[src/rtl/hazard_unit_mc_pkg.sv]
// Shared encodings and types for the multi-cycle hazard unit.
package hazard_pkg;

  // Forward-select encodings driven on ForwardE for each source operand.
  localparam logic [1:0] FWD_RF = 2'b00;  // register file value
  localparam logic [1:0] FWD_W  = 2'b01;  // writeback-stage result
  localparam logic [1:0] FWD_M  = 2'b10;  // memory-stage result

  // R15 is the PC. Its reads come from the PC path, so it is never forwarded
  // and a load targeting it never creates a load-use stall.
  localparam logic [3:0] R15 = 4'hF;

  // States of the multi-cycle execute FSM.
  typedef enum logic {
    IDLE = 1'b0,
    BUSY = 1'b1
  } mc_state_e;

endpackage

[src/rtl/hazard_unit_mc_if.sv]
// Bundle of pipeline-facing signals between the datapath/controller and the
// hazard unit. The master side is the pipeline; the slave side is the unit.
interface hazard_unit_mc_if #(
  parameter int REG_W = 4,
  parameter int NSRC  = 3
);

  // Register addresses and write enables observed in each stage
  logic [NSRC*REG_W-1:0] RAD;
  logic [NSRC*REG_W-1:0] RAE;
  logic [REG_W-1:0]      WA3E;
  logic [REG_W-1:0]      WA3M;
  logic [REG_W-1:0]      WA3W;
  logic                  RegWriteE;
  logic                  RegWriteM;
  logic                  RegWriteW;
  logic                  MemtoRegE;
  logic                  MultiCycE;
  logic                  PCSrcD;
  logic                  PCSrcE;
  logic                  PCSrcM;
  logic                  PCSrcW;
  logic                  BranchTakenD;

  // Control returned to the pipeline
  logic [NSRC*2-1:0]     ForwardE;
  logic                  StallF;
  logic                  StallD;
  logic                  StallE;
  logic                  FlushD;
  logic                  FlushE;
  logic                  FlushM;
  logic                  MultiBusyE;
  logic                  PCWrPendingF;

  modport master (
    output RAD, RAE, WA3E, WA3M, WA3W,
    output RegWriteE, RegWriteM, RegWriteW, MemtoRegE, MultiCycE,
    output PCSrcD, PCSrcE, PCSrcM, PCSrcW, BranchTakenD,
    input  ForwardE, StallF, StallD, StallE, FlushD, FlushE, FlushM,
    input  MultiBusyE, PCWrPendingF
  );

  modport slave (
    input  RAD, RAE, WA3E, WA3M, WA3W,
    input  RegWriteE, RegWriteM, RegWriteW, MemtoRegE, MultiCycE,
    input  PCSrcD, PCSrcE, PCSrcM, PCSrcW, BranchTakenD,
    output ForwardE, StallF, StallD, StallE, FlushD, FlushE, FlushM,
    output MultiBusyE, PCWrPendingF
  );

endinterface

[src/rtl/hazard_unit_mc_multicyc_fsm.sv]
// Holds a multi-cycle op in Execute for MUL_CYCLES cycles. The first stall
// cycle is raised combinationally from IDLE. BUSY then covers the remaining
// MUL_CYCLES-1 cycles, and the last of those releases the stall.
module multicyc_fsm #(
  parameter int MUL_CYCLES = 3,
  parameter int CNT_W      = 3
) (
  input  logic clk,
  input  logic reset,
  input  logic MultiCycE,
  output logic MultiStall,
  output logic MultiBusyE
);
  import hazard_pkg::*;

  // With MUL_CYCLES == 1 the trigger folds to 0, so the FSM stays in IDLE.
  localparam bit MULTI_EN = (MUL_CYCLES > 1);
  localparam logic [CNT_W-1:0] CNT_LOAD =
    (MUL_CYCLES > 1) ? CNT_W'(MUL_CYCLES - 2) : '0;

  mc_state_e        state_reg;
  logic [CNT_W-1:0] cnt_reg;
  logic             trig;

  assign trig = MultiCycE && MULTI_EN;

  // State and countdown. MultiCycE is only looked at in IDLE, so a held
  // request cannot retrigger the FSM while it is busy.
  always_ff @(posedge clk) begin
    if (reset) begin
      state_reg <= IDLE;
      cnt_reg   <= '0;
    end else begin
      case (state_reg)
        IDLE: begin
          if (trig) begin
            state_reg <= BUSY;
            cnt_reg   <= CNT_LOAD;
          end
        end
        BUSY: begin
          if (cnt_reg == '0) begin
            state_reg <= IDLE;
          end else begin
            cnt_reg <= cnt_reg - 1'b1;
          end
        end
        default: begin
          state_reg <= IDLE;
          cnt_reg   <= '0;
        end
      endcase
    end
  end

  assign MultiStall = ((state_reg == IDLE) && trig) ||
                      ((state_reg == BUSY) && (cnt_reg != '0));
  assign MultiBusyE = (state_reg == BUSY);

endmodule

[src/rtl/hazard_unit_mc.sv]
// Hazard unit for the 5-stage core: per-operand forwarding, load-use stall,
// PC-write flushes and a multi-cycle execute hold. Everything except the
// multi-cycle FSM is combinational.
module hazard_unit_mc #(
  parameter int REG_W      = 4,
  parameter int NSRC       = 3,
  parameter int MUL_CYCLES = 3,
  parameter int CNT_W      = 3
) (
  input  logic             clk,
  input  logic             reset,
  hazard_unit_mc_if.slave  hz
);
  import hazard_pkg::*;

  localparam logic [REG_W-1:0] PC_REG = REG_W'(R15);

  logic [NSRC-1:0][1:0] fwd_sel;
  logic [NSRC-1:0]      ld_hit;
  logic                 ld_stall;
  logic                 multi_stall;
  logic                 pc_pend;

  // One forward comparator and one load-use comparator per source operand.
  // M is checked before W, so the youngest producer wins.
  for (genvar gi = 0; gi < NSRC; gi++) begin : g_src
    logic [REG_W-1:0] rae_i;
    logic [REG_W-1:0] rad_i;

    assign rae_i = hz.RAE[gi*REG_W +: REG_W];
    assign rad_i = hz.RAD[gi*REG_W +: REG_W];

    assign fwd_sel[gi] = (rae_i == PC_REG)                       ? FWD_RF :
                         (hz.RegWriteM && (hz.WA3M == rae_i))    ? FWD_M  :
                         (hz.RegWriteW && (hz.WA3W == rae_i))    ? FWD_W  :
                                                                   FWD_RF;
    assign ld_hit[gi]  = (rad_i == hz.WA3E);

    // Reset forces every select back to the register file.
    assign hz.ForwardE[gi*2 +: 2] = reset ? FWD_RF : fwd_sel[gi];
  end

  assign ld_stall = hz.MemtoRegE && hz.RegWriteE && (|ld_hit) &&
                    (hz.WA3E != PC_REG);
  assign pc_pend  = hz.PCSrcD || hz.PCSrcE || hz.PCSrcM;

  multicyc_fsm #(
    .MUL_CYCLES (MUL_CYCLES),
    .CNT_W      (CNT_W)
  ) u_fsm (
    .clk        (clk),
    .reset      (reset),
    .MultiCycE  (hz.MultiCycE),
    .MultiStall (multi_stall),
    .MultiBusyE (hz.MultiBusyE)
  );

  // MultiStall dominates. A load-use hazard seen while E is held comes back
  // once E is released, because the load-use inputs are still present then.
  // Reset silences every stall and flush.
  assign hz.StallE       = !reset && multi_stall;
  assign hz.StallD       = !reset && (ld_stall || multi_stall);
  assign hz.StallF       = !reset && (ld_stall || multi_stall || pc_pend);
  assign hz.FlushM       = !reset && multi_stall;
  assign hz.FlushE       = !reset && (ld_stall || hz.BranchTakenD) && !multi_stall;
  assign hz.FlushD       = !reset && (pc_pend || hz.PCSrcW || hz.BranchTakenD);
  assign hz.PCWrPendingF = pc_pend;

endmodule
[src/flat_wrapper.sv]
// flat-port wrapper written by rule: the top's interface ports become plain ports
module hazard_unit_mc_flat import hazard_pkg::*;
#(
  parameter int REG_W      = 4,
  parameter int NSRC       = 3,
  parameter int MUL_CYCLES = 3,
  parameter int CNT_W      = 3
)
  (clk, reset, hz_RAD, hz_RAE, hz_WA3E, hz_WA3M, hz_WA3W, hz_RegWriteE, hz_RegWriteM, hz_RegWriteW, hz_MemtoRegE, hz_MultiCycE, hz_PCSrcD, hz_PCSrcE, hz_PCSrcM, hz_PCSrcW, hz_BranchTakenD, hz_ForwardE, hz_StallF, hz_StallD, hz_StallE, hz_FlushD, hz_FlushE, hz_FlushM, hz_MultiBusyE, hz_PCWrPendingF);
  hazard_unit_mc_if #(.REG_W(REG_W), .NSRC(NSRC)) hz_i ();
  input  logic clk;
  input  logic reset;
  input wire logic [$bits(hz_i.RAD)-1:0] hz_RAD;
  input wire logic [$bits(hz_i.RAE)-1:0] hz_RAE;
  input wire logic [$bits(hz_i.WA3E)-1:0] hz_WA3E;
  input wire logic [$bits(hz_i.WA3M)-1:0] hz_WA3M;
  input wire logic [$bits(hz_i.WA3W)-1:0] hz_WA3W;
  input wire logic [$bits(hz_i.RegWriteE)-1:0] hz_RegWriteE;
  input wire logic [$bits(hz_i.RegWriteM)-1:0] hz_RegWriteM;
  input wire logic [$bits(hz_i.RegWriteW)-1:0] hz_RegWriteW;
  input wire logic [$bits(hz_i.MemtoRegE)-1:0] hz_MemtoRegE;
  input wire logic [$bits(hz_i.MultiCycE)-1:0] hz_MultiCycE;
  input wire logic [$bits(hz_i.PCSrcD)-1:0] hz_PCSrcD;
  input wire logic [$bits(hz_i.PCSrcE)-1:0] hz_PCSrcE;
  input wire logic [$bits(hz_i.PCSrcM)-1:0] hz_PCSrcM;
  input wire logic [$bits(hz_i.PCSrcW)-1:0] hz_PCSrcW;
  input wire logic [$bits(hz_i.BranchTakenD)-1:0] hz_BranchTakenD;
  output wire logic [$bits(hz_i.ForwardE)-1:0] hz_ForwardE;
  output wire logic [$bits(hz_i.StallF)-1:0] hz_StallF;
  output wire logic [$bits(hz_i.StallD)-1:0] hz_StallD;
  output wire logic [$bits(hz_i.StallE)-1:0] hz_StallE;
  output wire logic [$bits(hz_i.FlushD)-1:0] hz_FlushD;
  output wire logic [$bits(hz_i.FlushE)-1:0] hz_FlushE;
  output wire logic [$bits(hz_i.FlushM)-1:0] hz_FlushM;
  output wire logic [$bits(hz_i.MultiBusyE)-1:0] hz_MultiBusyE;
  output wire logic [$bits(hz_i.PCWrPendingF)-1:0] hz_PCWrPendingF;
  assign hz_i.RAD = hz_RAD;
  assign hz_i.RAE = hz_RAE;
  assign hz_i.WA3E = hz_WA3E;
  assign hz_i.WA3M = hz_WA3M;
  assign hz_i.WA3W = hz_WA3W;
  assign hz_i.RegWriteE = hz_RegWriteE;
  assign hz_i.RegWriteM = hz_RegWriteM;
  assign hz_i.RegWriteW = hz_RegWriteW;
  assign hz_i.MemtoRegE = hz_MemtoRegE;
  assign hz_i.MultiCycE = hz_MultiCycE;
  assign hz_i.PCSrcD = hz_PCSrcD;
  assign hz_i.PCSrcE = hz_PCSrcE;
  assign hz_i.PCSrcM = hz_PCSrcM;
  assign hz_i.PCSrcW = hz_PCSrcW;
  assign hz_i.BranchTakenD = hz_BranchTakenD;
  assign hz_ForwardE = hz_i.ForwardE;
  assign hz_StallF = hz_i.StallF;
  assign hz_StallD = hz_i.StallD;
  assign hz_StallE = hz_i.StallE;
  assign hz_FlushD = hz_i.FlushD;
  assign hz_FlushE = hz_i.FlushE;
  assign hz_FlushM = hz_i.FlushM;
  assign hz_MultiBusyE = hz_i.MultiBusyE;
  assign hz_PCWrPendingF = hz_i.PCWrPendingF;
  hazard_unit_mc #(.REG_W(REG_W), .NSRC(NSRC), .MUL_CYCLES(MUL_CYCLES), .CNT_W(CNT_W)) u_core (.clk(clk), .reset(reset), .hz(hz_i));
endmodule
[config.mk]
export PLATFORM = sky130hd
export DESIGN_NAME = hazard_unit_mc_flat
export DESIGN_NICKNAME = d
export VERILOG_FILES = /design/src/rtl/hazard_unit_mc_pkg.sv /design/src/rtl/hazard_unit_mc_if.sv /design/src/rtl/hazard_unit_mc_multicyc_fsm.sv /design/src/rtl/hazard_unit_mc.sv /design/src/flat_wrapper.sv
export SDC_FILE = /design/constraint.sdc
export NUM_CORES = 1
export LEC_CHECK = 0
export CORE_ASPECT_RATIO = 0.75
export CORE_MARGIN = 4
export CORE_UTILIZATION = 25
export DETAILED_ROUTE_END_ITERATION = 10
export GPL_ROUTABILITY_DRIVEN = 0
export PLACE_DENSITY_LB_ADDON = 0.25
export SKIP_LAST_GASP = 1
export SLEW_MARGIN = 30
export SYNTH_ARGS = -nofsm -noshare
export SYNTH_HDL_FRONTEND = slang
export SYNTH_HIERARCHICAL = 1
export SYNTH_SLANG_ARGS = --single-unit
[constraint.sdc]
create_clock -name clk -period 2.3 [get_ports clk]
set_input_delay 0.69 -clock clk [delete_from_list [all_inputs] [get_ports clk]]
set_output_delay 0.69 -clock clk [all_outputs]
set_load 0.05 [all_outputs]
==> flow_summary_export.csv, run 1 <==
group,metric,value,unit
outcome,status,"finished, violations left",
outcome,failed_checks,"setup timing",
timing,tightestPinTransition,0.3419,ns
placement,numPortBuffers,61,
synthesis,synth_cell_types,25,
detailed_routing,postRouteAntennaNets,0,
pwr,p_seq_share,12.8,%
synthesis,seq_area_frac_synth,10.92,%
pwr,totalPowerFinal,627.8,uW
global_routing,grt_overflow,0,
detailed_routing,drc,0,
synthesis,yosysTopAreaCell,"xor2_1",
timing,holdWs,0.4841,ns
synthesis,yosysTopAreaCellShare,35.84,%
pwr,clock_power_share,24.1,%
clock_tree,clockRootBuffer,"clkbuf_8",
synthesis,avgSynthCellArea,7.482,um2
pwr,leakage,0.8228,nW
synthesis,synth_seq_cells,4,
timing,grt_setup_unrepaired,"true",
global_routing,grt_pass1_vias,1148,
detailed_routing,finalWirelength,3.490,mm
die,die_area,0.003872,mm2
timing,finalCriticalPeriod,2.554,ns
detailed_routing,viasPerCell,4.926,
timing,fmax,0.3915,GHz
clock_tree,holdBufCountCts,0,
global_routing,antenna_found_initial,0,
setup_path,cp-start-kind,"input pin",
die,die_x,70.54,um
synthesis,synthesis.nets,148,
synthesis,post-synth-top-count-cell,"xor2_1",
setup_path,cp.arrival,1.86,ns
finish,drive_gt1_share,71.51,%
timing,slew_viol_final,0,
synthesis,synth_cells,98,
finish,fin_nets,231,
global_routing,grt_use_total,18.84,%
setup_path,worstPathRequired,1.61,ns
finish,fillers,207,
synthesis,yosys_warnings,6,
die,die_y,54.90,um
timing,hold_viol,0,
clock_tree,clkLatencyLatePin,0.22,ns
die,num_rows,16,
finish,area_growth,173.0,%
pwr,p_per_area,313.6,mW/mm2
die,core,0.002703,mm2
clock_tree,clock-sinks,4,
die,start_util,27.13,%
finish,n_antenna_cell,0,
timing,setup-tns-final,-0.7150,ns
detailed_routing,via_count,1059,
hold_path,hold_path_class,"flop to flop",
timing,fin_skew,0.0006957,ns
pwr,combPwrFrac,63.1,%
synthesis,async_reset_ff_share,0,%
job,cap_violations,0,
timing,setup_viol,7,
global_routing,grt_max_degree,15,
detailed_routing,routedWlPerCell,16.23,um
global_routing,grt_pass1_wl,5.609,mm
synthesis,ys.flop_type,"dfxtp_1",
synthesis,synth_edf_count,0,
pwr,p_sw,241.8,uW
setup_path,worstSetupEndpointType,"output port",
detailed_routing,firstDrtPassIters,4,
detailed_routing,drt-initial-drc-count,31,
synthesis,synth_area_leaders,"xor2_1 36%, dfxtp_1 11%, nand3_1 6.1%",
setup_path,cp_max_fo,3,
finish,final_util,74.07,%
clock_tree,cts_made_buffers,3,
pwr,power.internal,385.9,uW
setup_path,worstSetupPathType,"input pin to output port",
synthesis,synth_area,733.2,um2
finish,largest_reg_flops,3,
die,io_pins,62,
clock_tree,htree_levels,1,
timing,relSlewSlack,77.21,%
pwr,peakVddDrop,213.2,uV
synthesis,synth_common_cells,"30 x xor2_1, 9 x nand3_1, 6 x inv_1, 6 x nor2_1, 6 x nor4_1",
timing,fin_ws,-0.2542,ns
clock_tree,cts.clk_slew.worst_paths,0.03,ns
placement,dp_hpwl,2.687,mm
timing,post-route-period-util,111.1,%
clock_tree,cts_buffer_depth,2,
pwr,p_sw_share,38.52,%
clock_tree,cts_tree,"yes",
-- final timing paths --
check,startpoint,end,slack (ns),depth (start not counted)
min reg2reg,u_core/u_fsm/cnt_reg[0],u_core/u_fsm/cnt_reg[0],0.48,1
min,u_core/u_fsm/cnt_reg[0],u_core/u_fsm/cnt_reg[0],0.48,1
max reg2reg,u_core/u_fsm/cnt_reg[0],u_core/u_fsm/cnt_reg[1],0.83,7
max,hz_RAD[10],hz_FlushE,-0.25,6
-- per-layer routing --
metal | global-route usage (%) | vias up | wire, um
li1 | - | 497 | -
met1 | 20.43 | 502 | 1362
met2 | 37.58 | 56 | 1852
met3 | 5.235 | 4 | 252
met4 | 4.375 | 0 | 23
met5 | 0 | - | 0
-- repair_timing --
action,in CTS,in global routing
pin swaps,37,17
buffers inserted,2,1
gates resized for setup,223,26
hold endpoints to repair,0,0
endpoints found under the setup margin,13,12
-- power by group through the flow --
stage	combinational, mW	clock [mW]	sequential [mW]
global placement	0.307	0	0.0796
global route	0.421	0.162	0.0811
finish	0.396	0.152	0.0802
detailed placement	0.317	0	0.0801
floorplan	0.134	0	0.0844
CTS	0.363	0.153	0.0795
-- cells by family after synthesis --
group	synth area share [%]
fa+ha+maj	3.412
flops	10.92
xor+xnor	39.42
compound gates	16.38
simple gates	25.26
buf+inv	4.607
-- worst max-delay path: stages --
cell,delay [ns]
buf_6,0.11
xor2_4,0.18
nor4_4,0.31
o31ai_4,0.14
a211oi_4,0.24
buf_6,0.19
-- through the flow --
| step | cell area [um2] | std cells | setup WS [ns] |
|---|---|---|---|
| after floorplan | 809.5 | 98 | -0.2282 |
| after global placement | 1644 | 209 | -0.9257 |
| after detailed placement | 1644 | 209 | -0.9834 |
| after CTS | 1902 | 214 | -0.3068 |
| after global routing | 2002 | 215 | -0.3031 |
| final | 2002 | 215 | -0.2542 |
-- layout make-up --
| cell class | instances | area, um2 | share of cell area (%) |
|---|---|---|---|
| Multi-Input combinational cell | 86 | 1005 | 50.19 |
| Timing Repair Buffer | 80 | 807.0 | 40.31 |
| Sequential cell | 4 | 81.33 | 4.063 |
| Tap cell | 36 | 45.04 | 2.250 |
| Clock buffer | 3 | 41.29 | 2.063 |
| Inverter | 6 | 22.52 | 1.125 |
-- cells in the final DEF (no fill, tap or decap), drive strengths merged --
| cell | instances |
|---|---|
| o21ba | 1 |
| ha | 2 |
| nor3 | 4 |
| o21a | 1 |
| a41oi | 1 |
| nor2 | 6 |
| o31ai | 3 |
| and3 | 3 |
| a41o | 3 |
| xor2 | 30 |
| clkdlybuf4s15 | 5 |
| nor4 | 6 |
| o21ai | 4 |
| a211oi | 1 |
| dfxtp | 4 |
| a21oi | 2 |
| nand2 | 1 |
| buf | 66 |
| nand3 | 9 |
| dlygate4sd2 | 4 |
| nor2b | 1 |
| clkbuf | 6 |
| xnor2 | 3 |
| or3 | 3 |
| nand2b | 2 |
| inv | 6 |
| clkdlybuf4s50 | 2 |
Note: power is estimated with default switching activity, not from simulation.
==> run 2: changes to the inputs <==
--- a/config.mk
+++ b/config.mk
@@ -7,3 +7,3 @@
 export LEC_CHECK = 0
-export CORE_ASPECT_RATIO = 0.75
+export CORE_ASPECT_RATIO = 0.5
 export CORE_MARGIN = 4
--- a/constraint.sdc
+++ b/constraint.sdc
@@ -3,2 +3,2 @@
 set_output_delay 0.69 -clock clk [all_outputs]
-set_load 0.05 [all_outputs]
+set_load 0.005 [all_outputs]
==> flow_summary_export.csv, run 2 (synthesized netlist as in run 1, its figures left out) <==
group,metric,value,unit
finish,most-common-layout-cells,"25 x buf_2, 23 x xor2_1, 21 x buf_4",
setup_path,cp.arrival,1.87,ns
die,start_util,27.15,%
global_routing,grt_pass1_vias,1089,
placement,dpl.cell_count,208,
die,die_y,46.30,um
setup_path,path_cells,"buf_8, xor2_1, nor4_2, o31ai_4, buf_4, a211oi_2, buf_2",
job,cap_violations,0,
clock_tree,cts.clk_slew.worst_paths,0.03,ns
pwr,power.internal,342.3,uW
timing,holdWs,0.4554,ns
clock_tree,cts_tree,"yes",
outcome,failed_checks,"setup timing",
clock_tree,clockRootBuffer,"clkbuf_8",
detailed_routing,viasPerCell,4.580,
placement,numPortBuffers,61,
pwr,leakage,0.7689,nW
timing,finalCriticalPeriod,2.562,ns
timing,setup_viol,3,
setup_path,cp-start-kind,"input pin",
setup_path,reg2reg_to,"u_core/u_fsm/cnt_reg[1]",
global_routing,antenna_found_initial,0,
die,core,0.002700,mm2
timing,fmax,0.3904,GHz
setup_path,crit_slowest_cell,"nor4_2",
pwr,totalPowerFinal,511.0,uW
pwr,combPwrFrac,55.5,%
setup_path,critPathTopFamily,"buffers and inverters",
pwr,clock_power_share,29.0,%
timing,post-route-period-util,111.4,%
clock_tree,clkLatencyLatePin,0.22,ns
clock_tree,htree_levels,1,
finish,final_cell_area,0.001670,mm2
global_routing,grt_use_total,15.13,%
pwr,p_sw,168.7,uW
clock_tree,cts_buffer_depth,2,
timing,setup-tns-final,-0.5197,ns
finish,final_common_cell,"buf_2",
global_routing,grt_pass1_wl,4.747,mm
timing,tightestPinTransition,0.3147,ns
detailed_routing,drt-initial-drc-count,7,
setup_path,r2r-start,"u_core/u_fsm/cnt_reg[0]",
pwr,p_per_area,305.9,mW/mm2
die,die_area,0.003916,mm2
setup_path,startpoint,"hz_WA3E[2]",
timing,slew_viol_final,0,
finish,final_cells,219,
detailed_routing,drc,0,
setup_path,crit_cells,7,
timing,fin_ws,-0.2616,ns
setup_path,slowest_delay,0.36,ns
setup_path,ff2ff_setup_slack,0.72,ns
finish,largest_reg_flops,3,
finish,n_antenna_cell,0,
pwr,p_sw_share,33.02,%
setup_path,endpoint,"hz_FlushE",
timing,hold_viol,0,
pwr,p_seq_share,15.5,%
setup_path,rr_worst_depth,9,
setup_path,cp_max_fo,4,
timing,grt_setup_unrepaired,"true",
detailed_routing,firstDrtPassIters,4,
detailed_routing,routedWlPerCell,13.63,um
placement,placed_cell_area,0.001484,mm2
finish,area_growth,127.8,%
detailed_routing,finalWirelength,2.986,mm
die,die_x,84.59,um
detailed_routing,via_count,1003,
clock_tree,clock-sinks,4,
setup_path,cp.buffers_inverters,3,
clock_tree,cts_made_buffers,3,
outcome,status,"finished, violations left",
finish,fin_nets,234,
timing,relSlewSlack,78.85,%
global_routing,grt_overflow,0,
hold_path,hold_path_class,"flop to flop",
setup_path,worstSetupPathType,"input pin to output port",
detailed_routing,postRouteAntennaNets,0,
timing,fin_skew,0.005063,ns
placement,dp_hpwl,2.280,mm
setup_path,worstSetupEndpointType,"output port",
die,io_pins,62,
clock_tree,holdBufCountCts,0,
finish,drive_gt1_share,58.79,%
die,num_rows,13,
setup_path,worstPathRequired,1.61,ns
pwr,peakVddDrop,266.9,uV
global_routing,grt_max_degree,15,
-- run 2: cell count changes in the layout (fill, tap and decap cells not counted), sizes merged --
cell           before  now
clkbuf              6   11
clkdlybuf4s50       2    3
dlygate4sd2         4    6
buf                66   65
clkdlybuf4s15       5    1
-- run 2: final cells by class --
type | instances | area [um2]
clock buffers | 3 | 41.29
fillers | 266 | 1030
inverters | 6 | 22.52
multi-input cells | 86 | 838.3
flip-flops and latches | 4 | 81.33
well taps | 37 | 46.29
repair buffers | 83 | 640.6
-- run 2: how the worst min path moves through the flow --
stage	start	endpoint	slack, ns	cells after the start
CTS	u_core/u_fsm/cnt_reg[0]	u_core/u_fsm/cnt_reg[0]	0.46	1
floorplan	u_core/u_fsm/cnt_reg[0]	u_core/u_fsm/cnt_reg[0]	0.44	1
global route	u_core/u_fsm/cnt_reg[0]	u_core/u_fsm/cnt_reg[0]	0.48	1
detailed placement	u_core/u_fsm/cnt_reg[0]	u_core/u_fsm/cnt_reg[0]	0.45	1
finish	u_core/u_fsm/cnt_reg[0]	u_core/u_fsm/cnt_reg[0]	0.46	1
global placement	u_core/u_fsm/cnt_reg[0]	u_core/u_fsm/cnt_reg[0]	0.45	1
-- run 2: timing repair --
item / 4_1_cts / 5_1_grt
setup endpoints to repair: 13 / 12
pin swaps: 37 / 22
buffers inserted: 9 / 2
gates resized for setup: 223 / 45
-- run 2: worst reg2reg max path, delay by kind of cell (launching register included) --
| family | cells | cell delay, ns |
|---|---|---|
| adders and majority gates | 2 | 0.31 |
| AOI/OAI and AO/OA | 2 | 0.29 |
| buffers and inverters | 4 | 0.46 |
| and+or+nand+nor | 1 | 0.13 |
| DFF | 1 | 0.31 |
-- run 2: routing by layer --
layer,track usage (%),routed length [um],up-vias
li1,-,-,512
met1,17.19,1186,452
met2,30.17,1586,35
met3,2.321,173,4
met4,4.732,39,0
met5,0,0,-
-- run 2: power by group through the flow --
stage                     Sequential (mW)  Clock (mW)  Combinational (mW)
after floorplan                    0.0783           0              0.0817
after global placement             0.0782           0               0.238
after detailed placement           0.0785           0               0.242
after CTS                          0.0784       0.149               0.264
after global routing               0.0802       0.159               0.308
final                              0.0792       0.148               0.284
-- run 2: stage by stage --
step / util (%) / setup WS, ns
CTS: 59.50 / -0.2651
floorplan: - / 0.1131
global placement: 54.96 / -0.9794
global route: 61.86 / -0.3351
detailed placement: 54.96 / -1.051
finish: 61.86 / -0.2616
==> RTL change 1: new RTL, config.mk and constraints of run 1 <==
Reset style: asynchronous (`reset`), changed in one clocked block.
--- a/src/rtl/hazard_unit_mc_multicyc_fsm.sv
+++ b/src/rtl/hazard_unit_mc_multicyc_fsm.sv
@@ -27,5 +27,5 @@
   // State and countdown. MultiCycE is only looked at in IDLE, so a held
   // request cannot retrigger the FSM while it is busy.
-  always_ff @(posedge clk) begin
+  always_ff @(posedge clk or posedge reset) begin
     if (reset) begin
       state_reg <= IDLE;
Check against the original RTL: differs if reset is asserted again (counterexample within 4 cycles, from zero or initial values and one cycle with reset high); with reset held inactive, the same outputs for 10 cycles.
==> RTL change 1 against run 1 <==
The flow still finishes with violations (negative setup slack). Area after synthesis unchanged. Sequential cell count stayed put. First-iteration DRC count increased by 6.5%. Total power is 60% higher. Worst setup slack worse by 0.054 ns. Final area fell by 5.5%. Routed wire length is 1.8% higher. Critical path depth unchanged. Clock power is 4% lower. Synthesized cell count shrank 1.0%. Largest power group unchanged.
==> RTL change 1: results (changes against run 1) <==
| Metric | Value |
|---|---|
| Syn nets | 147 (-0.68%) |
| Synth Flop Type | dfrtp_1 |
| Final Skew | 0.0000950 ns (-0.000601 ns) |
| Hold endpoint | u_core/u_fsm/cnt_reg[0] |
| Post-place setup slack | -0.893 ns (+0.0908 ns) |
| Metal1 wirelength | 1370 microns (+0.29%) |
| Synth area leaders | xor2_1 (36%), dfrtp_1 (14%), nand3_1 (6.1%) |
| Via count of the first global-routing pass | 1117 (-2.7%) |
| Clock slew at reported path FFs | 0.03 ns (about the same) |
| Final Worst Setup Slack | -0.308 ns (-0.0535 ns) |
| Synth unique cells | 23 (-8.0%) |
| Final #Nets | 225 (-2.6%) |
| Status | finished, violations left |
| First-pass iteration count of the detailed router | 4 (unchanged) |
| Worst Hold Depth | 1 (unchanged) |
| Port buffer count | 61 (unchanged) |
| Hpwl dp | 2560 microns (-4.7%) |
| DR vias/cell | 4.78 (-2.9%) |
| H-tree depth | 1 (unchanged) |
| Largest register FFs | 3 (unchanged) |
| Longest Clk Path Bufs | 2 (unchanged) |
| Tightest Hold Check Type | flop to flop |
| Final setup violation count | 7 (unchanged) |
| First-pass GRT wire length | 5130 microns (-8.5%) |
| Worst r2r dst | u_core/u_fsm/cnt_reg[0] |
| Most frequent cells after synthesis | xor2_1 (30), nand3_1 (9), inv_1 (7), nor2_1 (6), nor4_1 (6) |
| Ys Warns | 6 (unchanged) |
| DR iter-0 viols | 33 (+6.5%) |
| Number of flops mapped to enable cells by yosys | 0 (unchanged) |
| Failing checks | negative setup slack |
| Seq/Total Area, Yosys | 13.7% (+2.7 points) |
| Initial antenna violation count | 0 (unchanged) |
| Metal3 WL | 148 microns (-41%) |
| Worst path max stage delay | 0.32 ns |
| Layout cell share with drive strength beyond 1 | 66.5% (-5.0 points) |
| DR WL/cell | 17.0 microns (+4.7%) |
| Global Route Usage Sum | 17.3% (-1.6 points) |
| Setup Buffers After CTS | 0 (-2) |
| Root buffer cell | clkbuf_8 |
| R2r startpoint | u_core/u_fsm/cnt_reg[1] |
| Total CTS buffers | 3 (unchanged) |
| Maximum VDD drop | 0.000303 V (+42%) |
| P_leak | 0.809 nW (-1.7%) |
| Met2 wire length | 1970 microns (+6.4%) |
| Crit path max fanout | 4 (+1) |
| Fraction of registers with async set/reset | 100% (+100 points) |
| Clock Latency Late Sink | 0.21 ns |
| Arr. time, crit path | 1.92 ns (+0.06 ns) |
| CP startpoint | hz_WA3E[0] |
| Largest net degree at the start of global routing | 10 (-5) |
| Worst setup path endpoint | hz_FlushE |
| Worst hold start | u_core/u_fsm/cnt_reg[0] |
| Delay-heaviest family, CP | compound AO/OA/AOI/OAI gates |
| Worst reg-to-reg path cell count | 6 (-1) |
| Least-Margin Pin Slew | 0.494 ns (+0.152 ns) |
| Highest Signal Layer | met4 |
| Crit-path slowest cell | nor4_4 |
| # diodes | 0 (unchanged) |
| TNS Setup | -0.764 ns (-0.0487 ns) |
| Reg2Reg Setup Slack | 1.04 ns (+0.21 ns) |
==> RTL change 1: changes by cell type after synthesis <==
cell and delta:
inv_1 +1, o21ai_0 +2, o2bb2ai_1 +2, o21a_1 -1, o21ai_2 -1, nand2_1 +2
o31ai_1 -2, dfrtp_1 +4, o21ba_2 -1, or3_1 -2, or2b_1 +1, dfxtp_1 -4
nor2b_1 -1, nand2b_1 -1
==> RTL change 1: cell families after synthesis <==
family	after synthesis	synth area share (%)
buffers and inverters	9	5.12
XOR/XNOR	33	39.4
AO/OA/AOI/OAI	15	14.5
adder cells (fa/ha/maj)	2	3.41
AND/OR/NAND/NOR	34	23.9
flip-flops	4	13.7
==> RTL change 1: per-layer routing <==
layer	global-route usage, %	vias up
met4	7.81	0
met2	33.7	39
met3	2.17	6
li1	-	486
met1	19.5	469
met5	0	-
==> RTL change 1: what timing repair did <==
item	4_1_cts	5_1_grt
setup endpoints to repair	13	12
gates resized for setup	199	43
pin swaps	34	18
==> RTL change 1: metrics by stage <==
stage	util [%]	hold slack [ns]	instance area [sq um]	std cells
3_3_place_gp	59.5	0.475	1610	206
4_1_cts	63.9	0.487	1730	209
5_1_grt	70.0	0.510	1890	209
3_5_place_dp	59.5	0.477	1610	206
6_report	70.0	0.509	1890	209
2_1_floorplan	-	0.456	798	97
==> RTL change 1: area by class of cell <==
| cell class | count | area, sq um |
|---|---|---|
| multi-input combinational | 84 | 931 |
| tap | 36 | 45.0 |
| clock buffer | 3 | 41.3 |
| timing repair buffer | 75 | 748 |
| inverter | 7 | 26.3 |
| sequential | 4 | 100 |
| fill | 217 | 811 |
==> RTL change 1: power by group <==
group / internal, mW / total (mW) / switching, mW
registers: 0.107 / 0.132 / 0.0256
clock network: 0.111 / 0.146 / 0.0348
logic: 0.327 / 0.726 / 0.399
==> RTL change 2: new RTL, settings of run 1 <==
Without the edit above. `CNT_W` is set to 3 in 3 places; all go to 2.
--- a/src/rtl/hazard_unit_mc_multicyc_fsm.sv
+++ b/src/rtl/hazard_unit_mc_multicyc_fsm.sv
@@ -4,5 +4,5 @@
 module multicyc_fsm #(
   parameter int MUL_CYCLES = 3,
-  parameter int CNT_W      = 3
+  parameter int CNT_W      = 2
 ) (
   input  logic clk,
--- a/src/rtl/hazard_unit_mc.sv
+++ b/src/rtl/hazard_unit_mc.sv
@@ -6,5 +6,5 @@
   parameter int NSRC       = 3,
   parameter int MUL_CYCLES = 3,
-  parameter int CNT_W      = 3
+  parameter int CNT_W      = 2
 ) (
   input  logic             clk,
--- a/src/flat_wrapper.sv
+++ b/src/flat_wrapper.sv
@@ -5,5 +5,5 @@
   parameter int NSRC       = 3,
   parameter int MUL_CYCLES = 3,
-  parameter int CNT_W      = 3
+  parameter int CNT_W      = 2
 )
   (clk, reset, hz_RAD, hz_RAE, hz_WA3E, hz_WA3M, hz_WA3W, hz_RegWriteE, hz_RegWriteM, hz_RegWriteW, hz_MemtoRegE, hz_MultiCycE, hz_PCSrcD, hz_PCSrcE, hz_PCSrcM, hz_PCSrcW, hz_BranchTakenD, hz_ForwardE, hz_StallF, hz_StallD, hz_StallE, hz_FlushD, hz_FlushE, hz_FlushM, hz_MultiBusyE, hz_PCWrPendingF);
Behaviour: no difference found for any inputs over 10 cycles, from zero or initial values and one cycle with reset high; that may be too few to reach the edited logic, so the function may still have changed.
==> RTL change 2 against run 1 <==
The run still ends with negative setup slack left. Total power fell by 12%. Routed wire length is 4.3% higher. Utilization fell by 0.47 points. Combinational power down 2%. Area after synthesis is 7.0% lower. Sequential power fell by 22%. Final area is 4.3% lower. Sequential cell count is 1 lower. Synthesized cell count down 4.1%. Sequential share of layout area shrank 0.86 points. Clock power decreased by 35%. Worst setup slack worse by 0.068 ns. Critical endpoint is now hz_StallD.
==> RTL change 2: results (changes against run 1) <==
| Metric | Value |
|---|---|
| Final setup violation count | 6 (-1) |
| First-pass GRT wire length | 5090 microns (-9.2%) |
| Initial antenna violation count | 0 (unchanged) |
| Global Route Usage Sum | 19.2% (+0.32 points) |
| Clock Latency Late Sink | 0.24 ns (+0.02 ns) |
| Reg2Reg Setup Slack | 1.08 ns (+0.25 ns) |
| Synth Area in Compound Gates | 16.0% (-0.42 points) |
| Post-place setup slack | -0.977 ns (+0.00651 ns) |
| CP startpoint | hz_RAD[4] |
| Worst reg-to-reg path cell count | 5 (-2) |
| Worst r2r dst | u_core/u_fsm/cnt_reg[1] |
| Final #Nets | 226 (-2.2%) |
| DP Cell Count | 204 (-2.4%) |
| Final Skew | 0.00429 ns (+0.00359 ns) |
| Arr. time, crit path | 1.93 ns (+0.07 ns) |
| Vias | 1026 (-3.1%) |
| Largest net degree at the start of global routing | 13 (-2) |
| Ys Warns | 6 (unchanged) |
| DR iter-0 viols | 56 (+81%) |
| Fraction of registers with async set/reset | 0% (unchanged) |
| Largest register FFs | 2 (-1) |
| Power Dens Cells | 287 nW/um^2 (-8.4%) |
| Failing checks | negative setup slack |
| Clock share of power | 18.0% (-6.1 points) |
| Worst Hold Depth | 2 (+1) |
| P_leak | 0.801 nW (-2.6%) |
| Seq/Total Area, Yosys | 8.81% (-2.1 points) |
| Layout Area Growth over Synthesis | 181% |
| Worst setup path endpoint | hz_StallD |
| Hpwl dp | 2590 microns (-3.5%) |
| Post-Route WL | 3640 microns (+4.3%) |
| First-pass iteration count of the detailed router | 4 (unchanged) |
| Post-Synth XOR/XNOR Area | 42.4% (+3.0 points) |
| Syn nets | 143 (-3.4%) |
| Fillers | 184 (-11%) |
| # diodes | 0 (unchanged) |
| Clock slew at reported path FFs | 0.04 ns |
| Post-synthesis adder-cell area fraction | 1.83% (-1.6 points) |
| Layout cell share with drive strength beyond 1 | 71.0% (-0.49 points) |
| Final Worst Setup Slack | -0.322 ns (-0.0680 ns) |
| Least-Margin Pin Slew | 0.498 ns (+0.156 ns) |
| Via count of the first global-routing pass | 1081 (-5.8%) |
| DR WL/cell | 17.2 microns (+5.8%) |
| Root buffer cell | clkbuf_4 |
| Syn_area_per_cell | 7.25 sq um (-3.0%) |
| Status | finished, violations left |
| Reg power frac | 11.4% (-1.4 points) |
| H-tree depth | 1 (unchanged) |
| Switching Share | 43.6% (+5.0 points) |
| Synth area leaders | xor2_1 (39%), dfxtp_1 (8.8%), nand3_1 (7.3%) |
| Hold_ws | 0.493 ns (+0.00892 ns) |
| Most frequent cells after synthesis | xor2_1 (30), nand3_1 (10), nor2_1 (8), nor4_1 (6), inv_1 (5) |
| Tightest Hold Check Type | flop to flop |
| Maximum VDD drop | 0.000158 V (-26%) |
| TNS Setup | -0.904 ns (-0.189 ns) |
| Cell area reported after detailed placement | 1580 sq um (-4.1%) |
[RTL change 2: cell type report]
type                    count  area share, %
flip-flops and latches      3           3.20
inverters                   5          0.980
well taps                  36           2.35
clock buffers               4           1.37
repair buffers             80           42.5
multi-input cells          84           49.6
[RTL change 2: timing repair]
item                                    4_1_cts  5_1_grt
setup buffers                                 2        2
pin swaps                                    39       23
resized for setup                           215       37
endpoints found under the setup margin       13       10
[RTL change 2: per-layer routing]
layer  routed length (microns)  share of wire, %  up-vias  GRT usage, %
met5                         0                 0        -             0
met4                        48               1.3        0          4.95
met3                       180               4.9        4          2.97
met2                      2050                56       43          36.6
met1                      1360                37      498          21.8
li1                          -                 -      481             -
[RTL change 2: cells by family after synthesis]
| family | Yosys count |
|---|---|
| AND/OR/NAND/NOR | 35 |
| XOR/XNOR | 33 |
| AO/OA/AOI/OAI | 15 |
| buffers and inverters | 7 |
| flip-flops | 3 |
| adder cells (fa/ha/maj) | 1 |
[RTL change 2: worst min-delay path by stage]
stage,start,to
4_1_cts,u_core/u_fsm/cnt_reg[1],u_core/u_fsm/cnt_reg[1]
2_1_floorplan,u_core/u_fsm/cnt_reg[1],u_core/u_fsm/cnt_reg[1]
6_report,u_core/u_fsm/cnt_reg[1],u_core/u_fsm/cnt_reg[1]
3_3_place_gp,u_core/u_fsm/cnt_reg[1],u_core/u_fsm/cnt_reg[1]
5_1_grt,u_core/u_fsm/cnt_reg[1],u_core/u_fsm/cnt_reg[1]
3_5_place_dp,u_core/u_fsm/cnt_reg[1],u_core/u_fsm/cnt_reg[1]
[RTL change 2: critical path, cell delays in order]
cell and delay, ns:
buf_2 0.12, xor2_2 0.18, nor4_4 0.31, o31ai_4 0.14, buf_4 0.17, a21oi_4 0.15
buf_6 0.17
